===== src/rtl/fib_ctrl.sv =====
// fib_ctrl: Moore sequencer for an external 8-bit Fibonacci datapath
// (registers A, B, T, OUT and adder A+B). Issues one register operation
// per cycle, emits n terms through OUT, and stops early with a sticky
// overflow flag when the next sum would not fit in 8 bits.
module fib_ctrl #(
  parameter int N_W = 8
) (
  input  logic           clk,
  input  logic           clr_n,
  input  logic           start,
  input  logic [N_W-1:0] n,
  input  logic           carry,
  output logic           clr_regs,
  output logic           ld_a,
  output logic           ld_b,
  output logic           sel_one,
  output logic           ld_t,
  output logic           ld_out,
  output logic           term_valid,
  output logic [N_W-1:0] term_idx,
  output logic           busy,
  output logic           done,
  output logic           ovf
);

  typedef enum logic [3:0] {
    S_IDLE      = 4'd0,
    S_CLEAR     = 4'd1,
    S_INIT      = 4'd2,
    S_EMIT      = 4'd3,
    S_SUM       = 4'd4,
    S_MOVE_A    = 4'd5,
    S_MOVE_B    = 4'd6,
    S_LAST_A    = 4'd7,
    S_LAST_EMIT = 4'd8,
    S_DONE      = 4'd9
  } state_t;

  state_t         state;
  state_t         state_next;
  logic [N_W-1:0] cnt;
  logic [N_W-1:0] n_reg;
  logic           ovf_q;
  logic [N_W-1:0] cnt_inc;

  assign cnt_inc = cnt + 1'b1;

  // State register; clr_n is sampled on the clock edge only.
  // NOTE: sequential state uses non-blocking (<=) so every flop samples
  // pre-edge values regardless of block ordering.
  always_ff @(posedge clk) begin
    if (!clr_n) state <= S_IDLE;
    else        state <= state_next;
  end

  // Term counter, captured term count and sticky overflow flag.
  always_ff @(posedge clk) begin
    if (!clr_n) begin
      cnt   <= '0;
      n_reg <= '0;
      ovf_q <= 1'b0;
    end else begin
      case (state)
        S_IDLE: begin
          if (start) begin
            // Capture n and drop any stale overflow as the run is accepted.
            n_reg <= n;
            ovf_q <= 1'b0;
          end
        end
        S_CLEAR: begin
          cnt   <= '0;
          ovf_q <= 1'b0;
        end
        S_EMIT: cnt <= cnt_inc;
        S_LAST_EMIT: begin
          cnt <= cnt_inc;
          // Last representable term emitted before n terms were reached.
          if (cnt_inc != n_reg) ovf_q <= 1'b1;
        end
        default: ;
      endcase
    end
  end

  // Next-state logic and Moore output decode from state and counter.
  // NOTE: every output gets a default before the case so no path leaves
  // a variable unassigned, which would otherwise infer a latch.
  always_comb begin
    state_next = state;
    clr_regs   = 1'b0;
    ld_a       = 1'b0;
    ld_b       = 1'b0;
    sel_one    = 1'b0;
    ld_t       = 1'b0;
    ld_out     = 1'b0;
    term_valid = 1'b0;
    term_idx   = '0;
    busy       = 1'b1;
    done       = 1'b0;

    case (state)
      S_IDLE: begin
        busy = 1'b0;
        if (start) state_next = (n != '0) ? S_CLEAR : S_DONE;
      end
      S_CLEAR: begin
        clr_regs   = 1'b1;
        state_next = S_INIT;
      end
      S_INIT: begin
        ld_b       = 1'b1;
        sel_one    = 1'b1;
        state_next = S_EMIT;
      end
      S_EMIT: begin
        ld_out     = 1'b1;
        term_valid = 1'b1;
        term_idx   = cnt;
        state_next = (cnt_inc == n_reg) ? S_DONE : S_SUM;
      end
      S_SUM: begin
        ld_t       = 1'b1;
        state_next = carry ? S_LAST_A : S_MOVE_A;
      end
      S_MOVE_A: begin
        ld_a       = 1'b1;
        state_next = S_MOVE_B;
      end
      S_MOVE_B: begin
        ld_b       = 1'b1;
        state_next = S_EMIT;
      end
      S_LAST_A: begin
        ld_a       = 1'b1;
        state_next = S_LAST_EMIT;
      end
      S_LAST_EMIT: begin
        ld_out     = 1'b1;
        term_valid = 1'b1;
        term_idx   = cnt;
        state_next = S_DONE;
      end
      S_DONE: begin
        done       = 1'b1;
        state_next = S_IDLE;
      end
      default: begin
        busy       = 1'b0;
        state_next = S_IDLE;
      end
    endcase
  end

  assign ovf = ovf_q;

endmodule


===== config.mk =====
export PLATFORM = sky130hd
export DESIGN_NAME = fib_ctrl
export DESIGN_NICKNAME = d
export VERILOG_FILES = /design/src/rtl/fib_ctrl.sv
export SDC_FILE = /design/constraint.sdc
export NUM_CORES = 1
export LEC_CHECK = 0
export CORE_ASPECT_RATIO = 0.7
export CORE_MARGIN = 3
export CORE_UTILIZATION = 50
export DETAILED_ROUTE_END_ITERATION = 10
export PLACE_DENSITY = 0.79
export SLEW_MARGIN = 0
export SYNTH_ARGS = -nofsm -noshare
export SYNTH_HDL_FRONTEND = slang
export SYNTH_SLANG_ARGS = --single-unit

===== constraint.sdc =====
create_clock -name clk -period 2.3 [get_ports clk]
set_clock_uncertainty 0.1 [all_clocks]
set_input_delay 0.23 -clock clk [delete_from_list [all_inputs] [get_ports clk]]
set_output_delay 0.23 -clock clk [all_outputs]
set_load 0.02 [all_outputs]

==> flow_metrics.env, run 1 <==
export IMPL_holdWs_ns=0.4483
export IMPL_io_pins=30
export IMPL_synth_seq_cells=21
export IMPL_clkPwrFrac=0.290
export IMPL_synth_flop_cell="dfxtp_1"
export IMPL_netlist_area_sq_um=1349
export IMPL_switching_share=0.2840
export IMPL_start_util=0.5363
export IMPL_grt_pass1_vias=1163
export IMPL_layout_drive_gt1_share=0.06701
export IMPL_finalHoldViolations=0
export IMPL_cts_made_buffers=3
export IMPL_core_area_sq_um=2515
export IMPL_synth_edf_count=0
export IMPL_first_pass_iters=4
export IMPL_slew_limit_headroom=0.5818
export IMPL_cts_tree="done"
export IMPL_yosysUniqueCellTypes=40
export IMPL_internal_power_uw=604.6
export IMPL_grtUsageTotal=0.2154
export IMPL_syn_to_final_growth_pct=26.99
export IMPL_clk_pin_slew_ns=0.07
export IMPL_antenna_found_initial=0
export IMPL_use_met2=0.3024
export IMPL_drc_errors=0
export IMPL_fin_crit_sh=0.9588
export IMPL_grt_max_degree=22
export IMPL_rows=15
export IMPL_ant_nets=0
export IMPL_fin_crit_ns=2.205
export IMPL_htreeDepth=1
export IMPL_vias_per_cell=5.807
export IMPL_final_core_util=0.6811
export IMPL_combPwrFrac=0.241
export IMPL_syn_area_per_cell_sq_um=8.077
export IMPL_async_flop_share=0
export IMPL_route_final_wire_length_microns=3150
export IMPL_grt_pass1_wl_microns=5623
export IMPL_start_kind="flip-flop"
export IMPL_final_cell_mix="21 x dfxtp_1, 21 x clkdlybuf4s50_1, 13 x nor2b_1"
export IMPL_timing_fmax_mhz=453.4
export IMPL_ys_seq_area_frac=0.3117
export IMPL_synth_nets=180
export IMPL_yosysWarnings=0
export IMPL_critPathKind="flip-flop to output pin"
export IMPL_p_sw_uw=239.8
export IMPL_crit_required_ns=1.97
export IMPL_portBuffers=29
export IMPL_power_frac_seq=0.469
export IMPL_grt_use_met1=0.3296
export IMPL_maxSlewViolCount=0
export IMPL_diodes=0
export IMPL_powerDensity_nw_per_um2=493.0
export IMPL_rsz0062_at_grt="no"
export IMPL_setup_viol=0
export IMPL_drt_iter0_drc=164
export IMPL_dp_hpwl_microns=2411
export IMPL_die_area_sq_um=3367
export IMPL_tns_ns=0
export IMPL_leakage_nw=0.6876
export IMPL_clock_latency_ns=0.26
export IMPL_hold_path_class="flip-flop to flip-flop"
export IMPL_vias=1324
export IMPL_ir_worst_vdd_v=0.0002625
export IMPL_grt_overflow_total=0
export IMPL_clockBufferDepth=2
export IMPL_crit_fanout=11
export IMPL_worstPathArrival_ns=1.88
export IMPL_wl_per_cell_microns=13.82
export IMPL_nNetsFinal=208
export IMPL_status="complete, no violations"
export IMPL_cts_root_buf="clkbuf_8"
export IMPL_fp_dieH_microns=49.46
export IMPL_met3_usage=0.05467
export IMPL_postCtsHoldBufs=0
export IMPL_globalplace_congestion=0.8735
export IMPL_fp_dieW_microns=68.08
export IMPL_end_kind="output pin"
export IMPL_synth_cells=167
export IMPL_cts_sinks=21
export IMPL_worst_pin_slew_ns=0.6254
export IMPL_drv_cap=0
export IMPL_top_usage_layer="met1"
[power by group through the flow]
stage          clock network, mW  registers, mW  logic, mW
5_1_grt                    0.265          0.399      0.222
3_5_place_dp                   0          0.404      0.200
4_1_cts                    0.251          0.396      0.202
2_1_floorplan                  0          0.400      0.129
3_3_place_gp                   0          0.403      0.196
6_report                   0.245          0.396      0.203
[final cells by class]
| type | count | area (sq um) |
|---|---|---|
| fill | 209 | 802.0 |
| sequential | 21 | 420.4 |
| inverter | 3 | 11.26 |
| multi-input combinational | 130 | 860.8 |
| clock buffer | 4 | 45.04 |
| timing repair buffer | 36 | 332.8 |
| tap | 34 | 42.54 |
[routing by layer]
metal	share of wire	wire (microns)
met5	0	0
met4	0.010	32
met3	0.080	253
met2	0.43	1353
met1	0.48	1511
[logic make-up after synthesis]
family,count (synthesis),share of synthesized area
AOI/OAI and AO/OA,39,0.1920
xor gates and xnor gates,9,0.05844
adders and majority gates,1,0.009275
buffers and inverters,16,0.05380
DFF,21,0.3117
muxes,9,0.06679
and+or+nand+nor,72,0.3080
[cells in the mapped netlist (2+ instances only)]
cell type | number | area share
dfxtp_1 | 21 | 0.31
nor2b_1 | 13 | 0.060
and2_1 | 12 | 0.056
nor2_1 | 11 | 0.031
o21ai_0 | 11 | 0.041
mux2i_1 | 9 | 0.067
xnor2_1 | 8 | 0.052
clkbuf_1 | 7 | 0.019
nand2_1 | 6 | 0.017
nand3_1 | 6 | 0.022
a21oi_1 | 5 | 0.019
a21boi_0 | 4 | 0.022
a21boi_1 | 4 | 0.022
buf_2 | 4 | 0.015
inv_1 | 3 | 0.0083
nand3b_1 | 3 | 0.017
nand4_1 | 3 | 0.014
or4_1 | 3 | 0.017
a2111oi_0 | 2 | 0.013
a211oi_1 | 2 | 0.011
a21o_1 | 2 | 0.011
a31oi_1 | 2 | 0.0093
and3_1 | 2 | 0.0093
buf_4 | 2 | 0.011
nand2b_1 | 2 | 0.0093
nor3_1 | 2 | 0.0074
nor3b_1 | 2 | 0.011
nor4_1 | 2 | 0.0093
o211ai_1 | 2 | 0.011
or3_1 | 2 | 0.0093
[timing repair]
item,CTS,global route
setup buffers,0,0
pin swaps,0,1
resized for setup,9,3
setup endpoints to repair,10,2
[through the flow]
stage	total power [mW]	worst slack, ns	std cells	instance area (sq um)
after floorplan	0.5284	0.3190	167	1349
after global placement	0.5990	0.1472	224	1673
after detailed placement	0.6042	0.1689	224	1673
after CTS	0.8485	0.07330	228	1708
after global routing	0.8857	0.005089	228	1713
final	0.8444	0.09466	228	1713
[path summary, 6_finish.rpt]
check,endpoint,depth (start not counted),from,slack (ns)
max,clr_regs,4,state[0],0.09
max reg2reg,ovf,6,cnt[0],0.19
min,ovf,1,ovf,0.45
min reg2reg,ovf,1,ovf,0.45
[critical path, stage by stage, from the launching register on]
cell and delay, ns:
dfxtp_1 0.33, buf_4 0.17, nor2b_1 0.26, and2_1 0.23
clkdlybuf4s50_1 0.63
Power figures use the tool's default switching activity.
==> run 2: changes to the inputs <==
--- a/config.mk
+++ b/config.mk
@@ -9,7 +9,7 @@
 export CORE_MARGIN = 3
 export CORE_UTILIZATION = 50
 export DETAILED_ROUTE_END_ITERATION = 10
-export PLACE_DENSITY = 0.79
+export PLACE_DENSITY = 0.89
 export SLEW_MARGIN = 0
 export SYNTH_ARGS = -nofsm -noshare
 export SYNTH_HDL_FRONTEND = slang
==> run 2 against run 1 <==
Effect of this change:
- the flow now finishes with violations (DRC)
- design area rose by 0.73%
- critical path depth stayed put
- register-to-register slack got worse by 0.04 ns
- maximum frequency shrank 0.80%
- worst setup slack got worse by 0.018 ns
- sequential power is essentially flat
- first-iteration DRC count down 40%
- hold slack better by 0.0021 ns
- utilization grew 0.50 points
- combinational power about the same
- power up 0.15%
- global-route usage is 1.2 points lower
- largest cell class unchanged
==> flow_metrics.env, run 2 (synthesis results as in run 1) <==
export IMPL_status="complete, but fails checks"
export IMPL_violations="DRC"
export IMPL_globalplace_congestion=0.8298
export IMPL_grt_max_degree=14
export IMPL_cts_tree="done"
export IMPL_first_pass_iters=7
export IMPL_drc_errors=1
export IMPL_cts_sinks=21
export IMPL_clk_pin_slew_ns=0.08
export IMPL_grt_pass1_wl_microns=5319
export IMPL_rr_worst_depth=6
export IMPL_timing_fmax_mhz=449.8
export IMPL_grt_pass1_vias=1192
export IMPL_postCtsHoldBufs=0
export IMPL_fp_dieW_microns=68.08
export IMPL_nNetsFinal=209
export IMPL_rows=15
export IMPL_drv_cap=0
export IMPL_cts_root_buf="clkbuf_8"
export IMPL_core_area_sq_um=2515
export IMPL_portBuffers=29
export IMPL_cts_made_buffers=3
export IMPL_maxSlewViolCount=0
export IMPL_vias_per_cell=5.755
export IMPL_diodes=0
export IMPL_start_util=0.5363
export IMPL_layout_drive_gt1_share=0.07179
export IMPL_setup_viol=0
export IMPL_fin_crit_sh=0.9665
export IMPL_postCtsSetupBuffers=0
export IMPL_r2r_start="cnt[0]"
export IMPL_vias=1318
export IMPL_io_pins=30
export IMPL_holdPathStages=2
export IMPL_placed_cells=225
export IMPL_leakage_nw=0.7317
export IMPL_clockBufferDepth=2
export IMPL_fin_crit_ns=2.223
export IMPL_fp_dieH_microns=49.46
export IMPL_tns_ns=0
export IMPL_wl_per_cell_microns=14.20
export IMPL_stdcell_count=229
export IMPL_crit_required_ns=1.97
export IMPL_r2r_end="ovf"
export IMPL_final_core_util=0.6861
export IMPL_critPathKind="flip-flop to output pin"
export IMPL_fillers=224
export IMPL_hold_end="n_reg[0]"
export IMPL_final_common_cell="dfxtp_1"
export IMPL_r2r_slack_ns=0.15
export IMPL_grtUsageTotal=0.2032
export IMPL_powerDensity_nw_per_um2=490.1
export IMPL_final_cell_mix="21 x dfxtp_1, 19 x clkdlybuf4s50_1, 13 x nor2b_1"
export IMPL_route_final_wire_length_microns=3252
export IMPL_worstPathArrival_ns=1.89
export IMPL_drt_iter0_drc=98
export IMPL_ant_nets=0
export IMPL_finalHoldViolations=0
export IMPL_slew_limit_headroom=0.6777
export IMPL_min_from="n_reg[0]"
export IMPL_end_kind="output pin"
export IMPL_rsz0062_at_grt="no"
export IMPL_ir_worst_vdd_v=0.0004066
export IMPL_htreeDepth=1
export IMPL_dp_hpwl_microns=2512
export IMPL_worst_pin_slew_ns=0.4821
export IMPL_crit_fanout=11
export IMPL_antenna_found_initial=0
export IMPL_start_kind="flip-flop"
export IMPL_grt_overflow_total=0
export IMPL_hold_path_class="flip-flop to flip-flop"
export IMPL_syn_to_final_growth_pct=27.92
export IMPL_clock_latency_ns=0.26
export IMPL_die_area_sq_um=3367
[run 2: changes by cell type in the layout (fill, tap and decap cells not counted)]
cell	previous run	this run
clkdlybuf4s50_1	21	19
dlymetal6s2s_1	0	2
and3_1	1	2
and3_2	1	0
buf_4	7	8
clkbuf_1	1	0
clkinv_2	0	1
[run 2: layout make-up]
type	count	area [sq um]	area share
sequential	21	420.4	0.2437
clock buffer	3	41.29	0.02393
inverter	3	11.26	0.006526
timing repair buffer	37	345.3	0.2001
tap	34	42.54	0.02466
clock inverter	1	5.005	0.002901
multi-input combinational	130	859.6	0.4982
[run 2: worst max-delay path by stage]
stage             endpoint  depth (start not counted)     start  slack (ns)
3_3_place_gp   term_idx[0]                          5  state[1]        0.13
6_report          clr_regs                          4  state[0]        0.08
4_1_cts             ld_out                          4  state[3]        0.03
3_5_place_dp   term_idx[2]                          5  state[3]        0.09
2_1_floorplan          ovf                          7    cnt[0]        0.32
5_1_grt           clr_regs                          4  state[0]       0.005
[run 2: report_power, final]
group          internal (mW)  total (mW)  switching (mW)
sequential             0.381       0.396          0.0151
combinational          0.101       0.206           0.105
clock                  0.121       0.244           0.124
total                  0.602       0.846           0.244
[run 2: timing repair]
item | 4_1_cts | 5_1_grt
endpoints found under the hold margin | 0 | 0
resized for setup | 9 | 4
endpoints found under the setup margin | 10 | 7
[run 2: per-stage QoR]
| stage | instance area [sq um] | power (mW) | worst slack [ns] | hold WS, ns |
|---|---|---|---|---|
| finish | 1725 | 0.8457 | 0.07696 | 0.4504 |
| global route | 1725 | 0.8869 | 0.005275 | 0.4884 |
| CTS | 1717 | 0.8455 | 0.03173 | 0.4553 |
| detailed placement | 1680 | 0.6073 | 0.08662 | 0.4385 |
| global placement | 1680 | 0.5986 | 0.1313 | 0.4246 |
| floorplan | 1349 | 0.5284 | 0.3190 | 0.2959 |
[run 2: routing by layer]
| metal | vias to the layer above | global-route usage | share of wire |
|---|---|---|---|
| met5 | - | 0 | 0 |
| met3 | 6 | 0.05467 | 0.076 |
| met1 | 609 | 0.2924 | 0.47 |
| met2 | 49 | 0.2992 | 0.44 |
| li1 | 654 | - | - |
| met4 | 0 | 0.04950 | 0.014 |
[run 2: critical path, stage by stage (launching register included)]
cell             delay [ns]
dfxtp_1                0.33
buf_4                  0.17
nor2b_1                0.26
and2_1                 0.24
clkdlybuf4s50_1        0.63
==> run 3: changes to the inputs <==
--- a/config.mk
+++ b/config.mk
@@ -9,7 +9,8 @@
 export CORE_MARGIN = 3
 export CORE_UTILIZATION = 50
 export DETAILED_ROUTE_END_ITERATION = 10
-export PLACE_DENSITY = 0.89
+export PLACE_DENSITY = 0.85
+export SKIP_LAST_GASP = 1
 export SLEW_MARGIN = 0
 export SYNTH_ARGS = -nofsm -noshare
 export SYNTH_HDL_FRONTEND = slang
==> run 3 against run 2 <==
Effect of this change:
- sequential share of layout area is 0.16 points higher
- global-route usage is 0.70 points higher
- worst setup slack better by 0.0090 ns
- flip-flop and latch count stayed put
- the run now ends clean
- utilization is 0.45 points lower
- critical endpoint unchanged
==> flow_metrics.env, run 3 (synthesis results as in run 1) <==
export IMPL_status="complete, no violations"
export IMPL_nNetsFinal=207
export IMPL_stdcell_count=227
export IMPL_fin_crit_sh=0.9626
export IMPL_dp_hpwl_microns=2549
export IMPL_vias_per_cell=5.753
export IMPL_clockBufferDepth=2
export IMPL_critPathKind="flip-flop to output pin"
export IMPL_slew_limit_headroom=0.5407
export IMPL_grt_pass1_wl_microns=5478
export IMPL_ir_worst_vdd_v=0.0004280
export IMPL_worstPathArrival_ns=1.88
export IMPL_worst_pin_slew_ns=0.6868
export IMPL_crit_buf_inv=2
export IMPL_core_area_sq_um=2515
export IMPL_final_cell_mix="21 x dfxtp_1, 19 x clkdlybuf4s50_1, 13 x nor2b_1"
export IMPL_rsz0062_at_grt="yes"
export IMPL_htreeDepth=1
export IMPL_wl_per_cell_microns=14.67
export IMPL_timing_fmax_mhz=451.7
export IMPL_start_util=0.5363
export IMPL_drt_iter0_drc=153
export IMPL_critPathMaxStageDelay_ns=0.62
export IMPL_start_kind="flip-flop"
export IMPL_ant_nets=0
export IMPL_setup_viol=0
export IMPL_fp_dieW_microns=68.08
export IMPL_die_area_sq_um=3367
export IMPL_grt_max_degree=22
export IMPL_rows=15
export IMPL_grt_pass1_vias=1172
export IMPL_fp_dieH_microns=49.46
export IMPL_maxSlewViolCount=0
export IMPL_fin_crit_ns=2.214
export IMPL_globalplace_congestion=0.9405
export IMPL_io_pins=30
export IMPL_layout_drive_gt1_share=0.06218
export IMPL_cp_cell_sequence="buf_4 > nor2_1 > and2_1 > clkdlybuf4s50_1"
export IMPL_crit_fanout=11
export IMPL_antenna_found_initial=0
export IMPL_cts_tree="done"
export IMPL_drv_cap=0
export IMPL_portBuffers=29
export IMPL_vias=1306
export IMPL_powerDensity_nw_per_um2=491.3
export IMPL_tns_ns=0
export IMPL_cts_sinks=21
export IMPL_clk_pin_slew_ns=0.07
export IMPL_grtUsageTotal=0.2102
export IMPL_hold_path_class="flip-flop to flip-flop"
export IMPL_syn_to_final_growth_pct=27.09
export IMPL_first_pass_iters=4
export IMPL_cts_root_buf="clkbuf_8"
export IMPL_drc_errors=0
export IMPL_finalHoldViolations=0
export IMPL_critPathTopFamily="buffers and inverters"
export IMPL_cts_made_buffers=3
export IMPL_slowest_stage="clkdlybuf4s50_1"
export IMPL_holdWs_ns=0.4226
export IMPL_clock_latency_ns=0.26
export IMPL_crit_required_ns=1.97
export IMPL_leakage_nw=0.7195
export IMPL_final_common_cell="dfxtp_1"
export IMPL_diodes=0
export IMPL_placed_cells=223
export IMPL_postCtsSetupBuffers=0
export IMPL_end_kind="output pin"
export IMPL_grt_overflow_total=0
export IMPL_route_final_wire_length_microns=3329
-- run 3: cell count changes in the layout (fill, tap and decap cells not counted), sizes merged --
cell and change:
buf -2, clkbuf +1, clkinv -1
-- run 3: final timing paths --
kind,start,endpoint,slack (ns),cells after the start
hold / removal,cnt[7],cnt[7],0.42,2
setup / recovery,state[1],clr_regs,0.09,4
hold reg to reg,cnt[7],cnt[7],0.42,2
setup reg to reg,cnt[1],ovf,0.18,6
-- run 3: cell type report --
type,count,area [sq um]
fill,225,800.8
sequential,21,420.4
tap,34,42.54
timing repair buffer,35,330.3
multi-input combinational,130,864.6
inverter,3,11.26
clock buffer,4,45.04
-- run 3: repair_timing --
action | in CTS | in global routing
setup endpoints to repair | 10 | 6
hold buffers | 0 | 0
resized for setup | 9 | 6
pin swaps | 0 | 1
-- run 3: worst register-to-register path: stages, from the launching register on --
cell       delay (ns)
dfxtp_1          0.41
ha_1             0.27
and3_2           0.28
a31oi_1          0.12
a2111oi_2        0.32
o211ai_1         0.25
o211a_1          0.26
-- run 3: report_power, final --
group          total (mW)  switching [mW]  internal [mW]
registers           0.396          0.0151          0.381
logic               0.206           0.105          0.101
clock network       0.240           0.117          0.123
-- run 3: stage by stage --
step                cell area, sq um  total power, mW  utilization  setup WS, ns
floorplan                       1349           0.5284            -        0.3190
global placement                1665           0.5974       0.6622        0.1114
detailed placement              1665           0.6055       0.6622        0.1000
CTS                             1700           0.8406       0.6761       0.01032
global route                    1714           0.8811       0.6816     -0.004259
finish                          1714           0.8421       0.6816       0.08595
-- run 3: per-layer routing --
metal  up-vias  track usage  wire length (microns)
li1        645            -                      -
met1       601       0.3001                   1487
met2        56       0.3136                   1539
met3         4      0.05923                    263
met4         0      0.04290                     38
met5         -            0                      0
